--- config.mk ---
export PLATFORM = sky130hd
export DESIGN_NAME = crc_serial_tx
export DESIGN_NICKNAME = d
export VERILOG_FILES = /design/src/rtl/crc_pkg.sv /design/src/rtl/crc_lfsr.sv /design/src/rtl/crc_serial_tx.sv
export SDC_FILE = /design/constraint.sdc
export NUM_CORES = 1
export LEC_CHECK = 0
export BUFFER_PORTS_ARGS = -buffer_cell sky130_fd_sc_hd__buf_2
export CAP_MARGIN = 40
export CELL_PAD_IN_SITES_DETAIL_PLACEMENT = 2
export CELL_PAD_IN_SITES_GLOBAL_PLACEMENT = 2
export CORE_MARGIN = 2
export CORE_UTILIZATION = 33
export CTS_CLUSTER_SIZE = 28
export DETAILED_ROUTE_END_ITERATION = 8
export MAX_ROUTING_LAYER = met4
export PLACE_DENSITY_LB_ADDON = 0.1
export REMOVE_ABC_BUFFERS = 1
export SYNTH_ARGS = -nofsm -noshare
export SYNTH_HDL_FRONTEND = slang
export SYNTH_SLANG_ARGS = --single-unit
--- constraint.sdc ---
create_clock -name ck -period 1.7 [get_ports ck]
set_input_delay 0.34 -clock ck [delete_from_list [all_inputs] [get_ports ck]]
set_output_delay 0.34 -clock ck [all_outputs]
set_load 0.02 [all_outputs]
--- src/rtl/crc_pkg.sv ---
// rtl/crc_pkg.sv - shared types and constants for the serial CRC transmitter and checker
package crc_pkg;

  typedef enum logic [1:0] {
    IDLE = 2'd0,
    MSG  = 2'd1,
    CRC  = 2'd2
  } tx_state_e;

  // CRC5 defaults (x^5 + x^2 + 1, all-ones preset)
  localparam logic [4:0]  CRC5_POLY    = 5'h05;
  localparam logic [4:0]  CRC5_INIT    = 5'h1F;
  // Checker remainder after a good frame sent with a complemented CRC
  localparam logic [4:0]  CRC5_RESIDUE = 5'h0C;

  // CRC16 (x^16 + x^15 + x^2 + 1, all-ones preset)
  localparam logic [15:0] CRC16_POLY   = 16'h8005;
  localparam logic [15:0] CRC16_INIT   = 16'hFFFF;

  function automatic int max_int(input int a, input int b);
    return (a > b) ? a : b;
  endfunction

endpackage

--- src/rtl/crc_lfsr.sv ---
// rtl/crc_lfsr.sv - Galois CRC LFSR with preset, data step and zero-fill unload
// Ports:
//   ck        clock
//   rst       asynchronous active-low reset (loads INIT)
//   init      load INIT (highest priority)
//   step      advance one data bit: fb = in ^ msb; crc = (crc << 1) ^ (fb ? POLY : 0)
//   shift_out shift left with zero fill (unloads the remainder MSB first)
//   in        serial data bit for step
//   crc       current register contents
module crc_lfsr
  import crc_pkg::*;
#(
  parameter int          CRC_W = 5,
  parameter logic [31:0] POLY  = 32'(CRC5_POLY),
  parameter logic [31:0] INIT  = 32'(CRC5_INIT)
) (
  input  logic             ck,
  input  logic             rst,
  input  logic             init,
  input  logic             step,
  input  logic             shift_out,
  input  logic             in,
  output logic [CRC_W-1:0] crc
);

  // POLY/INIT are carried as 32-bit values and cut down to the register width
  localparam logic [CRC_W-1:0] POLY_W = POLY[CRC_W-1:0];
  localparam logic [CRC_W-1:0] INIT_W = INIT[CRC_W-1:0];

  logic fb;
  assign fb = in ^ crc[CRC_W-1];

  always_ff @(posedge ck or negedge rst) begin
    if (!rst) begin
      crc <= INIT_W;
    end else if (init) begin
      crc <= INIT_W;
    end else if (step) begin
      crc <= (crc << 1) ^ (fb ? POLY_W : '0);
    end else if (shift_out) begin
      crc <= crc << 1;
    end
  end

endmodule

--- src/rtl/crc_serial_tx.sv ---
// rtl/crc_serial_tx.sv - bit-serial CRC frame transmitter (message MSB first, then CRC)
// Ports:
//   ck         clock
//   rst        asynchronous active-low reset
//   msg_valid  msg_data valid
//   msg_ready  message accepted this cycle when msg_valid (combinational)
//   msg_data   message word, bit MSG_LEN-1 sent first
//   tx_en      line advance enable, 0 stalls all state
//   abort      drop the current frame, back to IDLE next cycle
//   tx_bit     serial data
//   tx_valid   tx_bit belongs to a frame
//   tx_last    tx_bit is the final CRC bit
//   busy       frame in progress
module crc_serial_tx
  import crc_pkg::*;
#(
  parameter int          MSG_LEN    = 11,
  parameter int          CRC_W      = 5,
  parameter logic [31:0] POLY       = 32'(CRC5_POLY),
  parameter logic [31:0] INIT       = 32'(CRC5_INIT),
  parameter bit          INVERT_OUT = 1'b1
) (
  input  logic               ck,
  input  logic               rst,
  input  logic               msg_valid,
  output logic               msg_ready,
  input  logic [MSG_LEN-1:0] msg_data,
  input  logic               tx_en,
  input  logic               abort,
  output logic               tx_bit,
  output logic               tx_valid,
  output logic               tx_last,
  output logic               busy
);

  localparam int CNT_W = $clog2(max_int(MSG_LEN, CRC_W) + 1);
  localparam logic [CNT_W-1:0] MSG_LAST = CNT_W'(MSG_LEN - 1);
  localparam logic [CNT_W-1:0] CRC_LAST = CNT_W'(CRC_W - 1);

  tx_state_e          state;
  logic [MSG_LEN-1:0] shift_reg;
  logic [CNT_W-1:0]   count;
  logic [CRC_W-1:0]   crc_q;
  logic               accept;
  logic               advance;
  logic               in_crc_last;
  logic               msg_bit;
  logic               crc_bit;
  logic               crc_unused;

  assign msg_bit     = shift_reg[MSG_LEN-1];
  assign crc_bit     = crc_q[CRC_W-1] ^ INVERT_OUT;
  // Only the MSB leaves the LFSR; the rest is internal remainder state
  assign crc_unused  = ^crc_q[CRC_W-2:0];

  // A line step happens only when enabled and not being aborted
  assign advance     = tx_en && !abort;
  assign in_crc_last = (state == CRC) && (count == CRC_LAST);

  // Ready in IDLE, or on the final CRC bit so the next frame follows with no gap
  assign msg_ready   = (state == IDLE) || (in_crc_last && advance);
  assign accept      = msg_valid && msg_ready;

  crc_lfsr #(
    .CRC_W (CRC_W),
    .POLY  (POLY),
    .INIT  (INIT)
  ) u_lfsr (
    .ck        (ck),
    .rst       (rst),
    .init      (accept),
    .step      ((state == MSG) && advance),
    .shift_out ((state == CRC) && advance),
    .in        (msg_bit),
    .crc       (crc_q)
  );

  always_ff @(posedge ck or negedge rst) begin
    if (!rst) begin
      state     <= IDLE;
      shift_reg <= '0;
      count     <= '0;
    end else if (abort && (state != IDLE)) begin
      state <= IDLE;
      count <= '0;
    end else begin
      case (state)
        IDLE: begin
          if (accept) begin
            shift_reg <= msg_data;
            count     <= '0;
            state     <= MSG;
          end
        end
        MSG: begin
          if (tx_en) begin
            shift_reg <= shift_reg << 1;
            if (count == MSG_LAST) begin
              count <= '0;
              state <= CRC;
            end else begin
              count <= count + CNT_W'(1);
            end
          end
        end
        CRC: begin
          if (tx_en) begin
            if (count == CRC_LAST) begin
              count <= '0;
              if (accept) begin
                shift_reg <= msg_data;
                state     <= MSG;
              end else begin
                state <= IDLE;
              end
            end else begin
              count <= count + CNT_W'(1);
            end
          end
        end
        default: begin
          state <= IDLE;
          count <= '0;
        end
      endcase
    end
  end

  // Outputs decode directly from registered state, so a stall holds them
  // and reset clears them without waiting for a clock.
  always_comb begin
    tx_bit   = 1'b0;
    tx_valid = 1'b0;
    tx_last  = 1'b0;
    busy     = 1'b0;
    case (state)
      MSG: begin
        tx_bit   = msg_bit;
        tx_valid = 1'b1;
        busy     = 1'b1;
      end
      CRC: begin
        tx_bit   = crc_bit;
        tx_valid = 1'b1;
        tx_last  = in_crc_last;
        busy     = 1'b1;
      end
      default: begin
        tx_bit   = 1'b0;
        tx_valid = 1'b0;
      end
    endcase
  end

endmodule

# Yosys cells after proc, flatten, opt, wreduce, memory -nomap -nowiden
# Cells that the tools add are included.
dict set report totals {
  wordCells 65
  inputBits 16
  ff_bits 22
  out_inout_bits 5
}
dict set report classes {
  eq_ne 12
  add_sub_neg 1
  n_reduce_logical 17
  bitwise 4
  n_mux 27
}
# cell count
set op_table {}
lappend op_table {{two-way mux 11 bit} 4}
lappend op_table {{case mux 11 bit (3 select lines)} 1}
lappend op_table {{two-way mux 4 bit} 6}
lappend op_table {{two-way mux 5 bit} 3}
lappend op_table {{two-way mux 2 bit} 6}
lappend op_table {{case mux 4 bit (3 select lines)} 1}
lappend op_table {{AND reduction 5 bit} 2}
lappend op_table {{!= test 3 x 2 -> 1 bit (second input constant)} 3}
lappend op_table {{logical AND 1 bit} 7}
lappend op_table {{!= test 3 x 1 -> 1 bit (second input constant)} 2}
lappend op_table {{case mux 2 bit (3 select lines)} 1}
lappend op_table {{nonzero test 3 bit} 2}
lappend op_table {{bitwise XOR 5 bit} 1}
lappend op_table {{adder 4 x 1 -> 4 bit (second input constant)} 1}
lappend op_table {{== test 4 x 3 -> 1 bit (second input constant)} 1}
lappend op_table {{== test 4 bit (second input constant)} 1}
lappend op_table {{!= test 2 bit (second input constant)} 2}
lappend op_table {{two-way mux 1 bit} 3}
lappend op_table {{two-way mux 3 bit} 1}
lappend op_table {{AND reduction 3 bit} 1}
lappend op_table {{== test 2 x 1 -> 1 bit (second input constant)} 1}
lappend op_table {{== test 2 bit (second input constant)} 1}
lappend op_table {{zero test 2 bit} 1}
lappend op_table {{!= test 2 x 1 -> 1 bit (second input constant)} 1}
lappend op_table {{other kinds (7)} 8}

# Depth between registers and ports, before layout
# Gate-level depths: netlist of the first run.
dict set report depth {
  depth_word 10
  mapped_depth 8
}

# Modules after synthesis
# A second synthesis of the first run with hierarchy kept.
dict set report unflattened {
  hier_cells 139
  hier_area_um2 1382.6
}
# mod n_inst seq_area_each_um2 area_per_inst_um2 cells_each
set modules_own_cells {}
lappend modules_own_cells {crc_serial_tx 1 425.4 1129.8 116}
lappend modules_own_cells {crc_lfsr 1 131.4 252.7 23}

# Worst setup path after synthesis of the first run
# Ideal clock, no wire load.
dict set report synth_timing {
  path_type {reg2out}
  startpoint {reg state[1]}
  endpoint {out tx_bit}
  arrival_ns 1.512
  slack_ns -0.152
  path_stages_with_launch 7
  cell_sequence {dfrtp_1 > inv_1 > ha_1 > buf_6 > buf_2 > nand2_1 > a21boi_0}
}
dict set report synth_between {
  elab_chain_cells 2
  word_cells_on_any_way 3
  cone_classes {eq/ne (2); mux (1)}
}
# element line
set synth_lines {}
lappend synth_lines {{start, declared} crc_serial_tx.sv:40} ;# tx_state_e state;
lappend synth_lines {{start signal, assigned} crc_serial_tx.sv:80} ;# state <= IDLE;
lappend synth_lines {{start signal, assigned} crc_serial_tx.sv:84} ;# state <= IDLE;
lappend synth_lines {{start signal, assigned} crc_serial_tx.sv:92} ;# state <= MSG;
lappend synth_lines {{== test 2 bit / == test 2 x 1 -> 1 bit (equally long branches)} crc_serial_tx.sv:136} ;# case (state)
lappend synth_lines {{case mux 1 bit (2 select lines) *} crc_serial_tx.sv:136}
lappend synth_lines {{end, declared} crc_serial_tx.sv:30} ;# output logic tx_bit,
# Every way passes the cells marked *; elsewhere a longest branch is shown, timed or not.

# Worst setup path after layout of the first run
dict set report layout_timing {
  startpoint {reg state[1]}
  endpoint {out msg_ready}
}
dict set report layout_between {
  elab_chain_cells 4
  word_cells_on_any_way 5
  cone_classes {eq/ne (1); reduce/logical (4)}
}
# element line
set layout_lines {}
lappend layout_lines {{== test 2 bit} crc_serial_tx.sv:58} ;# assign in_crc_last = (state == CRC) && (count == CRC_LAST);
lappend layout_lines {{logical AND 1 bit} crc_serial_tx.sv:58}
lappend layout_lines {{logical AND 1 bit} crc_serial_tx.sv:61} ;# assign msg_ready = (state == IDLE) || (in_crc_last && advance);
lappend layout_lines {{logical OR 1 bit *} crc_serial_tx.sv:61}
lappend layout_lines {{end, declared} crc_serial_tx.sv:26} ;# output logic msg_ready,
# Marked as above.

==> results of run 1 <==
[power groups by stage]
stage	clock (mW)	combinational (mW)	sequential, mW
floorplan	0	1.14	0.851
global placement	0	1.69	0.869
detailed placement	0	1.79	0.893
CTS	0.514	2.13	0.887
global route	0.545	2.54	0.921
finish	0.511	2.35	0.891
[worst min-delay path by stage]
| stage | to | slack, ns | depth (start not counted) |
|---|---|---|---|
| floorplan | count[0]$_DFFE_PN0P_ | 0.04 | 0 |
| global placement | state[1]$_DFFE_PN0P_ | 0.35 | 1 |
| detailed placement | state[1]$_DFFE_PN0P_ | 0.36 | 1 |
| CTS | shift_reg[3]$_DFFE_PN0P_ | 0.06 | 1 |
| global route | shift_reg[9]$_DFFE_PN0P_ | 0.06 | 1 |
| finish | shift_reg[10]$_DFFE_PN0P_ | 0.03 | 1 |
[repair_timing]
| item | 4_1_cts | 5_1_grt |
|---|---|---|
| endpoints found under the setup margin | 23 | 23 |
| gates resized for setup | 32 | 14 |
| setup buffers | 7 | 3 |
| cloned | 0 | 1 |
| pin swaps | 5 | 5 |
[cells by family after synthesis]
family / share of synthesized area
AOI/OAI and AO/OA: 0.0965
DFF: 0.390
adders and majority gates: 0.0702
xor gates and xnor gates: 0.00614
muxes: 0.243
and+or+nand+nor: 0.156
buffers and inverters: 0.0377
[routing by layer]
metal | track usage | share of wire | vias to the layer above
li1 | - | - | 536
met1 | 0.207 | 0.41 | 562
met2 | 0.314 | 0.57 | 16
met3 | 0.0334 | 0.021 | 4
met4 | 0.0385 | 0.0060 | 0
met5 | - | 0 | -
[area by class of cell]
type / count / area share
multi-input combinational: 91 / 0.460
sequential: 22 / 0.268
timing repair buffer: 52 / 0.198
tap: 50 / 0.0300
clock buffer: 3 / 0.0198
clock inverter: 1 / 0.0144
inverter: 5 / 0.00901
[through the flow]
| step | TNS (ns) | cells | worst slack, ns | utilization |
|---|---|---|---|---|
| floorplan | -6.83 | 118 | -0.541 | - |
| global placement | -1.56 | 209 | -0.108 | 0.422 |
| detailed placement | -2.67 | 209 | -0.196 | 0.422 |
| CTS | -2.53 | 220 | -0.202 | 0.482 |
| global route | -4.62 | 224 | -0.300 | 0.509 |
| finish | -2.45 | 224 | -0.220 | 0.509 |
[layout by cell type, fill, tap and decap left out, types with 2 or more instances in the layout]
| cell type | n |
|---|---|
| nand3b_1 | 3 |
| and2b_1 | 2 |
| o31ai_2 | 2 |
| o21ai_0 | 2 |
| nor2b_1 | 3 |
| o21ai_1 | 2 |
| nand2_1 | 10 |
| and3_1 | 2 |
| buf_4 | 27 |
| inv_2 | 4 |
| dfrtp_1 | 16 |
| clkbuf_8 | 3 |
| nand2b_4 | 2 |
| buf_2 | 15 |
| ha_1 | 4 |
| nor2_1 | 2 |
| buf_6 | 8 |
| mux2i_1 | 5 |
| mux2_4 | 11 |
| ha_4 | 3 |
| mux2_2 | 12 |
| a22o_1 | 3 |
| dfstp_2 | 5 |
| nand2b_1 | 2 |
[critical path: cells and delay by family, from the launching register on]
family,cells,cell delay (ns)
and+or+nand+nor,3,0.54
buffers and inverters,1,0.13
adders and majority gates,1,0.19
DFF,1,0.45
==> metrics.yaml, run 1 <==
crit_path_max_fanout: 3
coreArea_sq_mm: 0.00409
yosys.area.top_type: "dfrtp_1"
worst_pin_slew_ns: 0.522
gp_congestion: 0.762
yosysMostFrequentCell: "dfrtp_1"
start_util: 0.349
drc_errors: 0
largest_reg_flops: 11
synthCells: 122
violations: "negative setup slack"
cp.arrival_ns: 1.58
power_density_mw_per_mm2: 1800
vdd.ir_drop.worst_uv: 631
synth_common_cells: "dfrtp_1, mux2_2, mux2_4, nand2_1, ha_1"
ff_latch_area_sq_um: 558
rows: 23
cts_tree: "built"
gr-usage-all-layers: 0.176
p_int_mw: 2.43
ff2ff_path_depth: 8
ys_seq_elements: 22
grt_max_degree: 23
die_h_um: 69.7
power.sequential.fraction: 0.237
nets: 199
cts_buffers: 3
ys.flop_type: "dfrtp_1"
drive_gt1_frac: 0.632
syn-cell-area_sq_mm: 0.00143
p_leak_nw: 0.977
drv_cap: 0
synth.top_cell.area_share: 0.298
power.total_mw: 3.76
r2r-start: "state[0]$_DFFE_PN0P_"
clk_path_buf_depth: 2
synth_warnings: 0
worstSetupStartpoint: "state[1]$_DFFE_PN0P_"
syn_area_per_cell_sq_um: 11.7
post_drt_wl_per_cell_um: 19.2
setup_violations: 23
antenna_found_initial: 0
fmax_ghz: 0.521
hold_slack_ns: 0.0297
hold_violations: 0
grt_pass1_vias: 1280
rsz0062_at_grt: "yes"
period_needed_ns: 1.92
p_sw_mw: 1.33
post-route-period-util: 1.13
path_clk_slew_ns: 0.09
dieWidth_um: 69.7
pin_count: 21
post_drt_via_cell_ratio: 4.99
drtIter0Drc: 23
rr_endpoint: "shift_reg[8]$_DFFE_PN0P_"
port_buffers: 20
cts_hold_buffers: 0
via_count: 1118
multi_input_area_sq_um: 958
setup_ws_ns: -0.220
wirelength_mm: 4.31
power_frac_clock: 0.136
gr-total-overflow: 0
r2r_setup_slack_ns: -0.14
diodes: 0
skew_ns: 0.00870
first_pass_iters: 4
ant_nets: 0
slew_viol_final: 0
crit_path_max_incr_delay_ns: 0.45
synth.area.top_cells: "dfrtp_1, mux2_4, mux2_2, dfstp_2, ha_1"
synth_cell_types: 36
post_dp_cell_area_sq_mm: 0.00172
fp.dieArea_sq_mm: 0.00486
insertion_delay_ns: 0.28
holdCritPathClass: "in2async"
syn_to_final_growth_pct: 46.0
worst_path_max_delay_cell: "dfrtp_2"
power_frac_comb: 0.627
ys_seq_area_frac: 0.390
switching_share: 0.353
crit_chain: "ha_4 -> nand4b_4 -> and2b_1 -> or2_4 -> buf_6"
num-fill-cells: 411
end_kind: "output pin"
crit_end: "msg_ready"
start_kind: "flop"
dp_hpwl_mm: 2.84
stdcell_area_sq_mm: 0.00208
root_buffer: "clkbuf_8"
synthArstFlopShare: 1.00
synth_edf_count: 0
path_class: "reg2out"
grt_pass1_wl_mm: 6.56
outcome: "finished, violations left"
ctsHtreeMaxLevel: 1
cp.required_ns: 1.36
slew_headroom: 0.652
cts.sinks: 22
Power figures use the tool's default switching activity.
==> run 2: changes to the inputs <==
CORE_UTILIZATION = 25   (was 33)
SKIP_LAST_GASP = 1   (was default)
TNS_END_PERCENT = 10   (was default)
==> run 2 against run 1 <==
Effect of this change: the run still ends with negative setup slack left; sequential power shrank 1%; setup slack gained 0.039 ns; routed wire length shrank 17%; total power shrank 10%; sequential share of layout area grew 1.4 points; final cell count grew 8.9%; clock skew shrank 0.0028 ns; largest cell class unchanged; highest routed layer unchanged.
==> metrics.yaml, run 2 (synthesis gave the netlist of run 1 again) <==
stdcell_area_sq_mm: 0.00198
hold_violations: 0
slew_headroom: 0.654
grt_pass1_wl_mm: 6.23
final_common_cell: "buf_4"
hold_slack_ns: 0.0342
diodes: 0
drtIter0Drc: 16
cts_buffers: 3
setup_tns_ns: -2.60
drive_gt1_frac: 0.576
rsz0062_at_grt: "yes"
cts.sinks: 22
worst_pin_slew_ns: 0.519
post_drt_wl_per_cell_um: 14.7
p_leak_nw: 0.932
crit_path_max_incr_delay_ns: 0.45
fp.dieArea_sq_mm: 0.00633
die_h_um: 79.5
worst_path_max_delay_cell: "dfrtp_2"
post_drt_via_cell_ratio: 4.48
root_buffer: "clkbuf_8"
start_util: 0.259
power_density_mw_per_mm2: 1700
largest_reg_flops: 11
gr-max-usage-layer: "met2"
pin_count: 21
crit_buf_inv: 1
start_kind: "flop"
gp_congestion: 0.746
cts_hold_buffers: 0
path_clk_slew_ns: 0.09
violations: "negative setup slack"
coreArea_sq_mm: 0.00551
post-route-period-util: 1.11
critPathTopFamily: "simple AND/OR/NAND/NOR gates"
drc_errors: 0
end_kind: "output pin"
insertion_delay_ns: 0.27
syn_to_final_growth_pct: 38.6
r2r_setup_slack_ns: -0.14
power.total_mw: 3.37
rows: 27
holdCritPathClass: "in2async"
grt_pass1_vias: 1238
ctsHtreeMaxLevel: 1
drv_cap: 0
crit_chain: "ha_4 -> nand4b_4 -> and2b_1 -> or2_4 -> buf_6"
cts_tree: "built"
port_buffers: 20
setup_violations: 20
final_cell_mix: "buf_4, buf_2, dfrtp_1"
via_count: 1092
slew_viol_final: 0
nets: 197
finalCoreUtilization: 0.359
period_needed_ns: 1.88
grt_max_degree: 23
path_class: "reg2out"
crit_path_max_fanout: 3
use_met3: 0.0271
dp_hpwl_mm: 2.81
antenna_found_initial: 0
vdd.ir_drop.worst_uv: 669
outcome: "finished, violations left"
ant_nets: 0
first_pass_iters: 2
gr-usage-all-layers: 0.131
clk_path_buf_depth: 2
fmax_ghz: 0.532
dieWidth_um: 79.5
setup_ws_ns: -0.181
gr-total-overflow: 0
post_dp_cell_area_sq_mm: 0.00180
globalRouteMet1Util: 0.163
wirelength_mm: 3.58
cp.required_ns: 1.36
cp.arrival_ns: 1.54
skew_ns: 0.00591
grt_use_met2: 0.227
run 2: changes by cell type in the layout (fill, tap and decap cells not counted), sizes merged:
cell / change
clkbuf: -1
buf: -1
run 2: per-stage QoR:
stage          worst slack, ns  cells
2_1_floorplan           -0.541    118
3_3_place_gp            -0.126    237
3_5_place_dp            -0.242    237
4_1_cts                 -0.220    244
5_1_grt                 -0.264    244
6_report                -0.181    244
run 2: power by group:
part | switching (mW) | internal (mW) | total, mW
Clock | 0.178 | 0.315 | 0.493
Sequential | 0.124 | 0.756 | 0.881
Combinational | 0.833 | 1.16 | 2.00
run 2: layout make-up:
type	count	area [sq um]
sequential	22	558
clock inverter	1	30.0
timing repair buffer	50	350
inverter	5	18.8
clock buffer	3	41.3
fill	596	3530
tap	72	90.1
multi-input combinational	91	888
run 2: per-layer routing:
layer  share of wire  wire length (um)
met5               0                 0
met4          0.0025                 9
met3           0.028               101
met2            0.52              1880
met1            0.44              1590
run 2: repair_timing:
| action | in CTS | in global routing |
|---|---|---|
| endpoints found under the setup margin | 23 | 22 |
| gates resized for setup | 15 | 6 |
| pin swaps | 2 | 1 |
| cloned | 0 | 0 |
| setup buffers | 3 | 0 |
run 2: final timing paths:
| kind | from | end | cells after the start |
|---|---|---|---|
| min in group ck | msg_data[7] | shift_reg[7]$_DFFE_PN0P_ | 3 |
| min | rst | state[1]$_DFFE_PN0P_ | 1 |
| max in group asynchronous | rst | state[1]$_DFFE_PN0P_ | 1 |
| max | state[1]$_DFFE_PN0P_ | msg_ready | 5 |
| min reg2reg | u_lfsr.crc[2]$_DFFE_PN1P_ | u_lfsr.crc[2]$_DFFE_PN1P_ | 2 |
| max reg2reg | state[0]$_DFFE_PN0P_ | count[0]$_DFFE_PN0P_ | 8 |
==> run 3: changes to the inputs <==
clock period = 1.53 ns   (was 1.7 ns; I/O delays follow)
==> run 3 against run 2 <==
Effect of this change: the flow still finishes with violations (negative setup slack); register-to-register slack lost 0.21 ns; flip-flop and latch count did not move; non-clock buffer count grew 4; hold slack worse by 0.024 ns; critical endpoint is now shift_reg[3]$_DFFE_PN0P_; largest cell class unchanged.
==> metrics.yaml, run 3 (synthesis gave the netlist of run 1 again) <==
port_buffers: 20
power_density_mw_per_mm2: 1920
violations: "negative setup slack"
dp_cells: 237
root_buffer: "clkbuf_8"
pin_count: 21
coreArea_sq_mm: 0.00551
p_leak_nw: 0.966
post_drt_via_cell_ratio: 4.51
period_needed_ns: 1.88
setup_violations: 27
pre_cts_ws_ns: -0.343
dp_hpwl_mm: 2.81
cts_buffers: 3
cts_tree: "built"
wirelength_mm: 3.88
die_h_um: 79.5
post_dp_cell_area_sq_mm: 0.00180
holdCritPathClass: "in2async"
grt_pass1_wl_mm: 6.53
path_class: "reg2reg"
vdd.ir_drop.worst_uv: 524
insertion_delay_ns: 0.27
post_drt_wl_per_cell_um: 15.6
rr_endpoint: "shift_reg[3]$_DFFE_PN0P_"
post-route-period-util: 1.23
drv_cap: 0
grt_max_degree: 23
outcome: "finished, violations left"
setup_ws_ns: -0.351
cts.sinks: 22
nets: 201
worstSetupStartpoint: "state[1]$_DFFE_PN0P_"
hold_violations: 0
stdcell_area_sq_mm: 0.00205
cp.required_ns: 1.69
first_pass_iters: 2
crit_path_max_fanout: 5
ff2ff_path_depth: 8
start_kind: "flop"
largest_reg_flops: 11
syn_to_final_growth_pct: 44.0
start_util: 0.259
drive_gt1_frac: 0.597
final_common_cell: "buf_4"
crit_end: "shift_reg[3]$_DFFE_PN0P_"
worst_pin_slew_ns: 0.552
diodes: 0
antenna_found_initial: 0
dieWidth_um: 79.5
ant_nets: 0
ctsHtreeMaxLevel: 1
fp.dieArea_sq_mm: 0.00633
rsz0062_at_grt: "yes"
fmax_ghz: 0.532
gp_congestion: 0.731
grt_pass1_vias: 1333
drtIter0Drc: 11
rows: 27
drc_errors: 0
via_count: 1118
r2r_setup_slack_ns: -0.35
final_cell_mix: "buf_4, buf_2, dfrtp_1"
instances_no_fill: 248
end_kind: "flop"
clk_path_buf_depth: 2
hold_slack_ns: 0.0104
cp.arrival_ns: 2.04
slew_headroom: 0.632
gr-total-overflow: 0
skew_ns: 0.00306
path_clk_slew_ns: 0.09
r2r-start: "state[1]$_DFFE_PN0P_"
finalCoreUtilization: 0.373
slew_viol_final: 0
gr-usage-all-layers: 0.138
-- run 3: critical path, cell delays in order, from the launching register on --
cell       delay (ns)
dfrtp_2          0.45
ha_4             0.19
buf_4            0.13
buf_4            0.12
buf_4            0.14
o21ai_4          0.07
o2111ai_4        0.16
clkbuf_16        0.21
mux2_4           0.29
-- run 3: layout make-up --
type	count	area, sq um
multi-input cells	91	915
clock inverters	1	30.0
repair buffers	54	402
well taps	72	90.1
fillers	590	3450
clock buffers	3	41.3
inverters	5	18.8
flip-flops and latches	22	558
-- run 3: power breakdown --
group	switching [mW]	total (mW)	internal, mW
clock network	0.220	0.570	0.350
logic	0.984	2.39	1.41
registers	0.146	0.986	0.840
total	1.35	3.95	2.60
-- run 3: worst min path at each step --
stage,end,slack [ns]
floorplan,count[0]$_DFFE_PN0P_,0.01
global placement,state[1]$_DFFE_PN0P_,0.32
detailed placement,state[1]$_DFFE_PN0P_,0.34
CTS,state[1]$_DFFE_PN0P_,0.03
global route,state[1]$_DFFE_PN0P_,0.04
finish,state[1]$_DFFE_PN0P_,0.01
-- run 3: stage by stage --
step	setup TNS (ns)	power, mW
final	-6.75	3.95
after global routing	-9.21	4.26
after CTS	-7.45	3.83
after detailed placement	-6.28	2.97
after global placement	-5.35	2.89
after floorplan	-10.28	2.21
-- run 3: routing by layer --
| layer | wire length, um | track usage | vias up | share of wire |
|---|---|---|---|---|
| met5 | 0 | - | - | 0 |
| met4 | 59 | 0.0414 | 0 | 0.015 |
| met3 | 109 | 0.0204 | 6 | 0.028 |
| met2 | 1990 | 0.239 | 17 | 0.51 |
| met1 | 1720 | 0.167 | 555 | 0.44 |
| li1 | - | - | 540 | - |
-- run 3: timing repair --
item                                    CTS  global route
cloned                                    0             1
pin swaps                                 2             2
hold buffers                              0             0
endpoints found under the setup margin   27            27
setup buffers                             6             0
gates resized for setup                  18             9
